File: src/rtl/decoder_pkg.sv
// Shared types and helpers for the one-hot decoder / sweep block.
// Used by decoder_onehot and decoder_sweep.
package decoder_pkg;

    localparam logic MODE_DIRECT = 1'b0;
    localparam logic MODE_SWEEP  = 1'b1;

    typedef enum logic {
        IDLE,
        SWEEP
    } state_t;

    function automatic int pre_width(input int period);
        if (period > 1)
            return $clog2(period);
        return 1;
    endfunction

endpackage

File: src/rtl/decoder_onehot.sv
// Combinational range-checked binary-to-one-hot decode.
// Index values of M or above decode to all-zero.
module decoder_onehot #(
    parameter int N = 3,
    parameter int M = 8
) (
    input  logic         en,
    input  logic [N-1:0] idx,
    output logic [M-1:0] y
);

    always_comb begin
        y = '0;
        for (int k = 0; k < M; k++)
            y[k] = en && (idx == N'(k));
    end

endmodule

File: src/rtl/decoder_sweep.sv
// Registered one-hot decoder with a walking-one SWEEP mode.
// Define DECODER_SWEEP_ONESHOT_EN for single-pass sweeps.
module decoder_sweep
    import decoder_pkg::*;
#(
    parameter int N      = 3,
    parameter int M      = 8,
    parameter int PERIOD = 1
) (
    input  logic         clk,
    input  logic         rst,
    input  logic         E,
    input  logic [N-1:0] I,
    input  logic         mode,
    input  logic         start,
    input  logic         stop,
    output logic [M-1:0] Y,
    output logic         busy,
    output logic         wrap
);

    localparam int PW = pre_width(PERIOD);
    localparam logic [N:0]    M_LIM    = (N+1)'(M);
    localparam logic [N-1:0]  LAST     = N'(M - 1);
    localparam logic [PW-1:0] PRE_LAST = PW'(PERIOD - 1);

    state_t        state;
    logic [N-1:0]  idx;
    logic [PW-1:0] pre;

    logic [N-1:0]  load_idx;
    logic [N-1:0]  step_idx;
    logic [N-1:0]  sel_idx;
    logic [M-1:0]  y_direct;
    logic [M-1:0]  y_sweep;
    logic          launch;
    logic          direct_en;

    assign load_idx  = ({1'b0, I} < M_LIM) ? I : '0;
    assign step_idx  = (idx == LAST) ? '0 : idx + 1'b1;
    // mode only matters in IDLE; a start in SWEEP always relaunches
    assign launch    = start &&
                       (state == SWEEP || mode == MODE_SWEEP);
    assign sel_idx   = launch ? load_idx : step_idx;
    assign direct_en = E && (mode == MODE_DIRECT);

    decoder_onehot #(.N(N), .M(M)) u_direct (
        .en  (direct_en),
        .idx (I),
        .y   (y_direct)
    );

    decoder_onehot #(.N(N), .M(M)) u_sweep (
        .en  (1'b1),
        .idx (sel_idx),
        .y   (y_sweep)
    );

    always_ff @(posedge clk or posedge rst) begin
        if (rst) begin
            state <= IDLE;
            idx   <= '0;
            pre   <= '0;
            Y     <= '0;
            busy  <= 1'b0;
            wrap  <= 1'b0;
        end else begin
            wrap <= 1'b0;
            if (stop) begin
                state <= IDLE;
                idx   <= '0;
                pre   <= '0;
                Y     <= '0;
                busy  <= 1'b0;
            end else if (launch) begin
                state <= SWEEP;
                idx   <= load_idx;
                pre   <= '0;
                Y     <= y_sweep;
                busy  <= 1'b1;
            end else if (state == IDLE) begin
                Y <= y_direct;
            end else if (E) begin
                if (pre == PRE_LAST) begin
                    pre <= '0;
`ifdef DECODER_SWEEP_ONESHOT_EN
                    if (idx == LAST) begin
                        state <= IDLE;
                        idx   <= '0;
                        Y     <= '0;
                        busy  <= 1'b0;
                        wrap  <= 1'b1;
                    end else begin
                        idx <= step_idx;
                        Y   <= y_sweep;
                    end
`else
                    idx  <= step_idx;
                    Y    <= y_sweep;
                    wrap <= (idx == LAST);
`endif
                end else begin
                    pre <= pre + 1'b1;
                end
            end
        end
    end

endmodule

File: config.mk
export PLATFORM = sky130hd
export DESIGN_NAME = decoder_sweep
export DESIGN_NICKNAME = d
export VERILOG_FILES = /design/src/rtl/decoder_pkg.sv /design/src/rtl/decoder_onehot.sv /design/src/rtl/decoder_sweep.sv
export SDC_FILE = /design/constraint.sdc
export NUM_CORES = 1
export LEC_CHECK = 0
export CAP_MARGIN = 20
export CORE_ASPECT_RATIO = 1.2
export CORE_MARGIN = 4
export CORE_UTILIZATION = 24
export DETAILED_ROUTE_END_ITERATION = 8
export GPL_ROUTABILITY_DRIVEN = 0
export PLACE_DENSITY = 0.48
export SLEW_MARGIN = 20
export SYNTH_ARGS = -nofsm -noshare
export SYNTH_HDL_FRONTEND = slang
export SYNTH_SLANG_ARGS = --single-unit
File: constraint.sdc
create_clock -name clk -period 1.8 [get_ports clk]
set_input_delay 0.27 -clock clk [delete_from_list [all_inputs] [get_ports clk]]
set_output_delay 0.27 -clock clk [all_outputs]
set_load 0.005 [all_outputs]
* Word level (Yosys, flattened, before mapping) *
Cells that the tools add are included.
Widths: inputs -> output; s select.

storage, ports and cells
  flip-flop bits (word level) = 14
  word-level logic and storage cells = 69
  input port bits = 9
  output and inout bits = 10

operators by class
  bitwise operators = 1
  $add $sub $neg = 2
  eq/ne operators = 18
  multiplexer cells = 24
  reductions and logical operators = 19

operators by type and width
  cell                 number
  $mux 8               5
  $eq 3x3->1 const B   9
  $mux 3               7
  $eq 3x2->1 const B   4
  $mux 1               12
  $logic_and 1x1->1    10
  $ne 4x3->1 const B   2
  $eq 3x1->1 const B   2
  $logic_not 3->1      2
  $reduce_bool 3->1    2
  $reduce_and 2->1     2
  $add 3x1->3 const B  1
  $ne 3x2->1 const B   1
  $reduce_and 3->1     1
  $reduce_bool 2->1    1
  $add 1x1->1 const B  1
  $logic_or 1x1->1     1
  $not 1->1            1

* Longest topological paths before layout *
Gate-level depths: netlist (run 1).

  word-level depth = 9
  gate-level depth with buffers = 6
  depth with buffers taken out = 6

* Hierarchy *
Synthesis (run 1) repeated with hierarchy kept, for this count alone.

unflattened totals
  cells, all modules = 94
  area total of the unflattened synthesis = 934.6 µm²

by module, submodules not included
  module          sequential area each (µm²)  cells each  times used  area an instance (µm²)
  decoder_sweep   325.3                       78          1           744.5
  decoder_onehot  0.0                         8           2           95.1

* Worst setup path before layout (run 1) *
Ideal clock, no wire load.

  kind = reg-to-reg
  start = register idx[0]
  end = register Y[6]
  clock period less this slack = 1.667 ns
  stages on the path, launching flop included = 7
  required time = 1.663 ns
  buffers on the path = 0
  data arrival time = 1.530 ns
  setup time = 0.137 ns
  slack = 0.133 ns
  path through = dfrtp_1 ha_1 ha_1 mux2_2 a32o_2 nand2_1 o221ai_1

between the ends
  word-level cells in the longest chain between the ends = 9
  elaborated cells on any way between the ends = 10
  classes of those cells = add/sub: 1; eq/ne: 2; mux: 7

ends and longest elaborated chain
  element                                           RTL line              source
  from (decl)                                       decoder_sweep.sv:28   logic [N-1:0] idx;
  from (signal assigned)                            decoder_sweep.sv:77   idx <= load_idx;
  from (signal assigned)                            decoder_sweep.sv:98   idx <= step_idx;
  $add 3x1->3 / $eq 3x3->1 (equally long branches)  decoder_sweep.sv:40   assign step_idx = (idx == LAST) ? '0 : idx + 1'b1;
  $mux 3 (*)                                        decoder_sweep.sv:40
  $mux 3 (*)                                        decoder_sweep.sv:44   assign sel_idx = launch ? load_idx : step_idx;
  $eq 3x3->1 (*)                                    decoder_onehot.sv:15  y[k] = en && (idx == N'(k));
  $mux 8                                            decoder_sweep.sv:84   if (pre == PRE_LAST) begin
  $mux 8                                            decoder_sweep.sv:83   end else if (E) begin
  $mux 8                                            decoder_sweep.sv:81   end else if (state == IDLE) begin
  $mux 8 (*)                                        decoder_sweep.sv:75   end else if (launch) begin
  $mux 8 (*)                                        decoder_sweep.sv:69   if (stop) begin
  to (signal assigned)                              decoder_sweep.sv:79   Y <= y_sweep;
  to (signal assigned)                              decoder_sweep.sv:82   Y <= y_direct;
  to (signal assigned)                              decoder_sweep.sv:99   Y <= y_sweep;
  to (decl)                                         decoder_sweep.sv:17   output logic [M-1:0] Y,

Every way passes the cells marked *; elsewhere a longest branch is shown, timed or not. The select of a mux whose other input is x is not followed.
A chain may end at the register's enable or synchronous reset.

* Worst setup path after layout (run 1) *
  start = register idx[1]
  end = register Y[6]

Same word-level chain as after synthesis.

==> out/metrics.yaml, run 1 <==
final_common_cell: "clkdlybuf4s50_1"
criticalPathCategory: "flip-flop to flip-flop"
grt_usage: 0.119
internal_power_uw: 494
multi_input_area_um2: 432
htree_num_levels: 1
cts_root_buf: "clkbuf_4"
initial_utilization: 0.259
powerDensity_mw_per_mm2: 634
syn_avg_cell_area_um2: 10.1
dp_hpwl_mm: 1.60
drtIter0Drc: 17
layout_common_cells: "18 x clkdlybuf4s50_1, 13 x dfrtp_1, 13 x nand2_1"
fin_crit_sh: 0.945
grt_pass1_vias: 741
pwr-share-seq: 0.460
yosysTopAreaCellShare: 0.439
finClkSkew_ns: 0.000674
p_switching_uw: 198
cts_buffers: 3
setup_viol_count_final: 0
synth_nets: 84
vias: 670
io_pins: 19
cts_sinks: 13
floorplan.rows: 21
via_per_inst: 4.82
die_area_mm2: 0.00404
yosysWarnings: 0
synth_cells: 73
cp_cell_sequence: "ha_2 -> ha_4 -> mux2_4 -> a32o_2 -> nand2_2 -> o221ai_1"
final_nets: 117
core_area_mm2: 0.00286
pwr-share-comb: 0.273
status: "finished, final reports clean"
final_core_util: 0.381
final_antenna_net_count: 0
fillerInstances: 298
grt_pass1_wl_mm: 3.53
yosysTopAreaCell: "dfrtp_1"
insertion_delay_ns: 0.27
cap_violations: 0
grt.overflow.total: 0
fmax_mhz: 588
tightest_slew_ns: 0.527
max_slew_margin: 0.648
cts.clk_slew.worst_paths_ns: 0.08
ys_seq_elements: 13
crit_path_max_incr_delay_ns: 0.41
die_w_um: 58.7
p_sw_frac: 0.286
min_path_type: "input port to async pin"
antenna_found_initial: 0
drive_above_1_share: 0.276
grt_start_max_net_pins: 14
yosysSeqAreaShare: 0.439
yosys-top-cells-area: "dfrtp_1 44%, nand2_1 7.1%, o221ai_1 7.1%"
hold_buffers: 0
vdd.ir_drop.worst_v: 0.000348
die_y_um: 68.9
critPathMaxFanout: 2
rsz0062_at_grt: "no"
synthDistinctLibCells: 24
layout.area.seq_um2: 325
arrival_ns: 1.85
period_minus_slack_ns: 1.70
crit_required_ns: 1.95
hold_violations: 0
drcViolationCount: 0
cts_tree: "yes"
maxSlewViolCount: 0
p_clk_frac: 0.267
pre_cts_ws_ns: -0.0693
diodes: 0
critPathSlowestCell: "dfrtp_1"
critPathLaunchType: "flip-flop"
syn_area_um2: 741
p_leak_uw: 0.000451
io_buffer_count: 18
max-clock-path-buffers: 2
areaGrowthSynthToFinish_pct: 47.5
endpoint_kind: "flip-flop"
fin_ws_ns: 0.0987
drt-total-wl_mm: 2.03
firstDrtPassIters: 4
wire_per_inst_um: 14.6
[final cells by class]
class                           instances  share of cell area
Clock buffer                            4              0.0241
Inverter                                3              0.0103
Multi-Input combinational cell         57               0.395
Sequential cell                        13               0.298
Tap cell                               34              0.0389
Timing Repair Buffer                   28               0.234
[registers in the layout, summed over array words and instances (netlist names)]
| name | cells |
|---|---|
| Y | 8 |
| state | 1 |
| idx | 3 |
| wrap | 1 |
[synth_stat cells (all sizes together)]
library cell / count
o21ba: 1
nor3: 4
mux2i: 3
mux2: 1
ha: 2
o21ai: 1
nand4: 1
nor2: 7
a21oi: 1
nand2: 14
a211oi: 3
o211ai: 1
o22ai: 1
o221ai: 7
or2: 1
dfrtp: 13
inv: 3
nand2b: 8
a32o: 1
[layer usage]
layer | up-vias | GRT usage | wire length [um]
li1 | 334 | - | -
met1 | 325 | 0.135 | 899
met2 | 9 | 0.205 | 1050
met3 | 2 | 0.0335 | 67
met4 | 0 | 0.0538 | 14
met5 | - | 0 | 0
[worst paths after layout]
check	from	to	slack, ns	depth (start not counted)
worst max-delay path	idx[1]$_DFFE_PP0P_	Y[6]$_DFFE_PP0P_	0.1	6
worst min-delay path	rst	Y[0]$_DFFE_PP0P_	0.32	2
worst max register to register	idx[1]$_DFFE_PP0P_	Y[6]$_DFFE_PP0P_	0.1	6
worst min register to register	Y[3]$_DFFE_PP0P_	Y[3]$_DFFE_PP0P_	0.49	2
max in group asynchronous	rst	idx[0]$_DFFE_PP0P_	1.13	2
min in group clk	Y[3]$_DFFE_PP0P_	Y[3]$_DFFE_PP0P_	0.49	2
[critical path, delay by kind of cell (launching register included)]
family,cells,cell delay [ns]
AOI/OAI and AO/OA,2,0.39
adders and majority gates,2,0.44
DFF,1,0.41
muxes,1,0.28
and+or+nand+nor,1,0.08
[through the flow]
stage	hold slack (ns)	area, um2	instances	setup TNS (ns)	power [uW]
after detailed placement	0.474	1030	134	-0.290	502
after CTS	0.340	1060	138	0	691
after global routing	0.348	1090	139	0	737
after global placement	0.478	1030	134	-0.269	500
final	0.323	1090	139	0	692
after floorplan	0.147	741	73	0	412
[logic make-up (layout without fill, tap and decap cells)]
kind of cell	count (synthesis)	count (layout)	share of synthesized area
AO/OA/AOI/OAI	16	16	0.198
adder cells (fa/ha/maj)	2	2	0.0338
buffers and inverters	3	35	0.0152
flip-flops	13	13	0.439
multiplexers	4	4	0.0659
AND/OR/NAND/NOR	35	35	0.248
[what timing repair did]
action                                  CTS  global route
gates resized for setup                   0             5
buffers inserted                          0             1
endpoints found under the setup margin    0             6
[power by group through the flow]
stage / Clock, uW / Combinational [uW] / Sequential [uW]
after floorplan: 0 / 89.7 / 323
after global placement: 0 / 177 / 323
after detailed placement: 0 / 178 / 324
after CTS: 194 / 179 / 318
after global routing: 207 / 208 / 321
final: 185 / 189 / 319
Power figures use the tool's default switching activity.
==> run 2: changes to the inputs <==
--- a/config.mk
+++ b/config.mk
@@ -6,13 +6,16 @@
 export NUM_CORES = 1
 export LEC_CHECK = 0
 export CAP_MARGIN = 20
+export CELL_PAD_IN_SITES_DETAIL_PLACEMENT = 2
+export CELL_PAD_IN_SITES_GLOBAL_PLACEMENT = 2
 export CORE_ASPECT_RATIO = 1.2
 export CORE_MARGIN = 4
 export CORE_UTILIZATION = 24
 export DETAILED_ROUTE_END_ITERATION = 8
 export GPL_ROUTABILITY_DRIVEN = 0
-export PLACE_DENSITY = 0.48
+export PLACE_DENSITY = 0.66
 export SLEW_MARGIN = 20
 export SYNTH_ARGS = -nofsm -noshare
 export SYNTH_HDL_FRONTEND = slang
+export SYNTH_HIERARCHICAL = 1
 export SYNTH_SLANG_ARGS = --single-unit
==> run 2 against run 1 <==
  * Clock-buffer cell count did not move
  * Combinational power increased by 22%
  * Register-to-register slack worse by 0.07 ns
  * Fmax decreased by 3.9%
  * Total power up 17%
  * Final cell count grew 34%
  * First-iteration DRC count fell by 59%
  * Via count increased by 29%
  * Critical endpoint is now Y[5]$_DFFE_PP0P_
  * Largest cell class unchanged
  * Largest power group unchanged
  * Highest routed layer unchanged
==> out/metrics.yaml, run 2 <==
layout_common_cells: "17 x clkdlybuf4s50_1, 15 x nor2_1, 14 x nand2_1"
cpLargestDelayFamily: "adder cells"
period_minus_slack_ns: 1.77
crit_required_ns: 1.91
setup_viol_count_final: 0
crit_start: "idx[0]$_DFFE_PP0P_"
stdcell_area_mm2: 0.00141
grt_usage: 0.124
syn_avg_cell_area_um2: 9.94
reg2reg_from: "idx[0]$_DFFE_PP0P_"
yosys-top-cells-area: "dfrtp_1 35%, a311oi_2 13%, nand2_1 6.4%"
areaGrowthSynthToFinish_pct: 50.6
core_area_mm2: 0.00369
grt_pass1_wl_mm: 4.84
wire_per_inst_um: 15.2
insertion_delay_ns: 0.24
reg_top3: "Y: 8 flops, idx: 3 flops"
floorplan.rows: 24
die_area_mm2: 0.00496
min_path_type: "input port to async pin"
yosysTopAreaCellShare: 0.348
final_core_util: 0.381
synth_cells: 94
cts_buffers: 3
max-clock-path-buffers: 2
yosysTopAreaCell: "dfrtp_1"
largest_reg_flops: 8
cts.clk_slew.worst_paths_ns: 0.06
fillerInstances: 411
synthTopCellsByCount: "16 x nand2_1, 16 x nor2_1, 13 x dfrtp_1, 8 x a311oi_2"
final_nets: 146
status: "finished, final reports clean"
critPathSlowestCell: "dfrtp_1"
cts_tree: "yes"
yosysSeqAreaShare: 0.348
endpoint_kind: "flip-flop"
total_power_uw: 813
diodes: 0
hold_violations: 0
grt_pass1_vias: 958
ff2ff_path_depth: 7
fin_crit_sh: 0.983
cp_cell_sequence: "ha_4 -> ha_4 -> mux2_4 -> buf_4 -> and4b_2 -> nand2_1 -> a311oi_2"
drtIter0Drc: 7
tightest_slew_ns: 0.544
ys.flop_type: "dfrtp_1"
ys_seq_elements: 13
regMostFlops: "Y"
cpMostUsedCell: "ha_4"
grt_start_max_net_pins: 17
die_w_um: 65.0
crit_cells: 7
firstDrtPassIters: 3
max_slew_margin: 0.637
yosysWarnings: 6
vdd.ir_drop.worst_v: 0.000215
io_pins: 19
criticalPathCategory: "flip-flop to flip-flop"
syn_area_um2: 935
die_y_um: 76.4
grt.overflow.total: 0
drcViolationCount: 0
crit_path_max_incr_delay_ns: 0.41
maxSlewViolCount: 0
critPathMaxFanout: 6
ys_async_sr_fraction: 1.00
cts_sinks: 13
initial_utilization: 0.253
p_leak_uw: 0.000600
rsz0062_at_grt: "yes"
dp_hpwl_mm: 2.17
hold_buffers: 0
antenna_found_initial: 0
drive_above_1_share: 0.343
final_common_cell: "clkdlybuf4s50_1"
place_area_mm2: 0.00129
synth_edf_count: 0
fmax_mhz: 565
io_buffer_count: 18
htree_num_levels: 1
synthDistinctLibCells: 27
powerDensity_mw_per_mm2: 578
final_antenna_net_count: 0
vias: 863
finClkSkew_ns: 0.00354
via_per_inst: 4.64
layout.area.seq_um2: 325
drt-total-wl_mm: 2.82
cap_violations: 0
multi_input_area_um2: 661
arrival_ns: 1.88
cts_root_buf: "clkbuf_8"
critPathLaunchType: "flip-flop"
cp_num_buf_inv: 1
-- run 2: where the power goes --
group / leakage, uW / total (uW) / internal, uW / switching (uW)
clock: 0.0000228 / 268 / 156 / 112
combinational: 0.000399 / 230 / 121 / 109
sequential: 0.000178 / 315 / 305 / 10.3
total: 0.000600 / 813 / 582 / 231
-- run 2: per-stage QoR --
step / TNS (ns) / worst slack, ns / hold slack (ns) / std cells
floorplan: 0 / 0.00268 / 0.147 / 101
global placement: -1.79 / -0.251 / 0.577 / 179
detailed placement: -2.58 / -0.397 / 0.592 / 179
CTS: 0 / 0.0227 / 0.399 / 185
global route: -0.0944 / -0.0291 / 0.430 / 186
finish: 0 / 0.0302 / 0.377 / 186
-- run 2: per-layer routing --
layer	share of wire	up-vias	wire length, um	global-route usage
met1	0.44	425	1230	0.154
met3	0.018	2	52	0.0133
li1	-	425	-	-
met5	0	-	0	0
met2	0.53	11	1510	0.212
met4	0.012	0	34	0.0507
-- run 2: worst register-to-register path, delay by kind of cell (launching register included) --
family / cells / cell delay (ns)
AOI/OAI and AO/OA: 1 / 0.09
adders and majority gates: 2 / 0.42
buffers and inverters: 1 / 0.14
DFF: 1 / 0.41
muxes: 1 / 0.30
and+or+nand+nor: 2 / 0.27
-- run 2: worst paths after layout --
check | end | slack (ns)
max reg2reg | Y[5]$_DFFE_PP0P_ | 0.03
max | Y[5]$_DFFE_PP0P_ | 0.03
min reg2reg | Y[3]$_DFFE_PP0P_ | 0.60
max in group asynchronous | Y[1]$_DFFE_PP0P_ | 1.06
min | wrap$_DFF_PP0_ | 0.38
min in group clk | Y[3]$_DFFE_PP0P_ | 0.60
-- run 2: logic make-up after synthesis --
| group | count (synthesis) | synth area share |
|---|---|---|
| flops | 13 | 0.348 |
| fa+ha+maj | 2 | 0.0268 |
| mux | 3 | 0.0361 |
| simple gates | 56 | 0.392 |
| other cells | 1 | 0.00401 |
| buf+inv | 5 | 0.0294 |
| compound gates | 14 | 0.163 |
-- run 2: timing repair --
item	CTS	global route
gates cloned	0	0
setup buffers	2	1
pin swaps	2	4
endpoints found under the setup margin	8	6
resized for setup	6	6
-- run 2: area by class of cell --
cell class | instances | area share
clock buffer | 4 | 0.0320
sequential | 13 | 0.231
multi-input combinational | 83 | 0.469
timing repair buffer | 33 | 0.219
tap | 52 | 0.0462
inverter | 1 | 0.00267
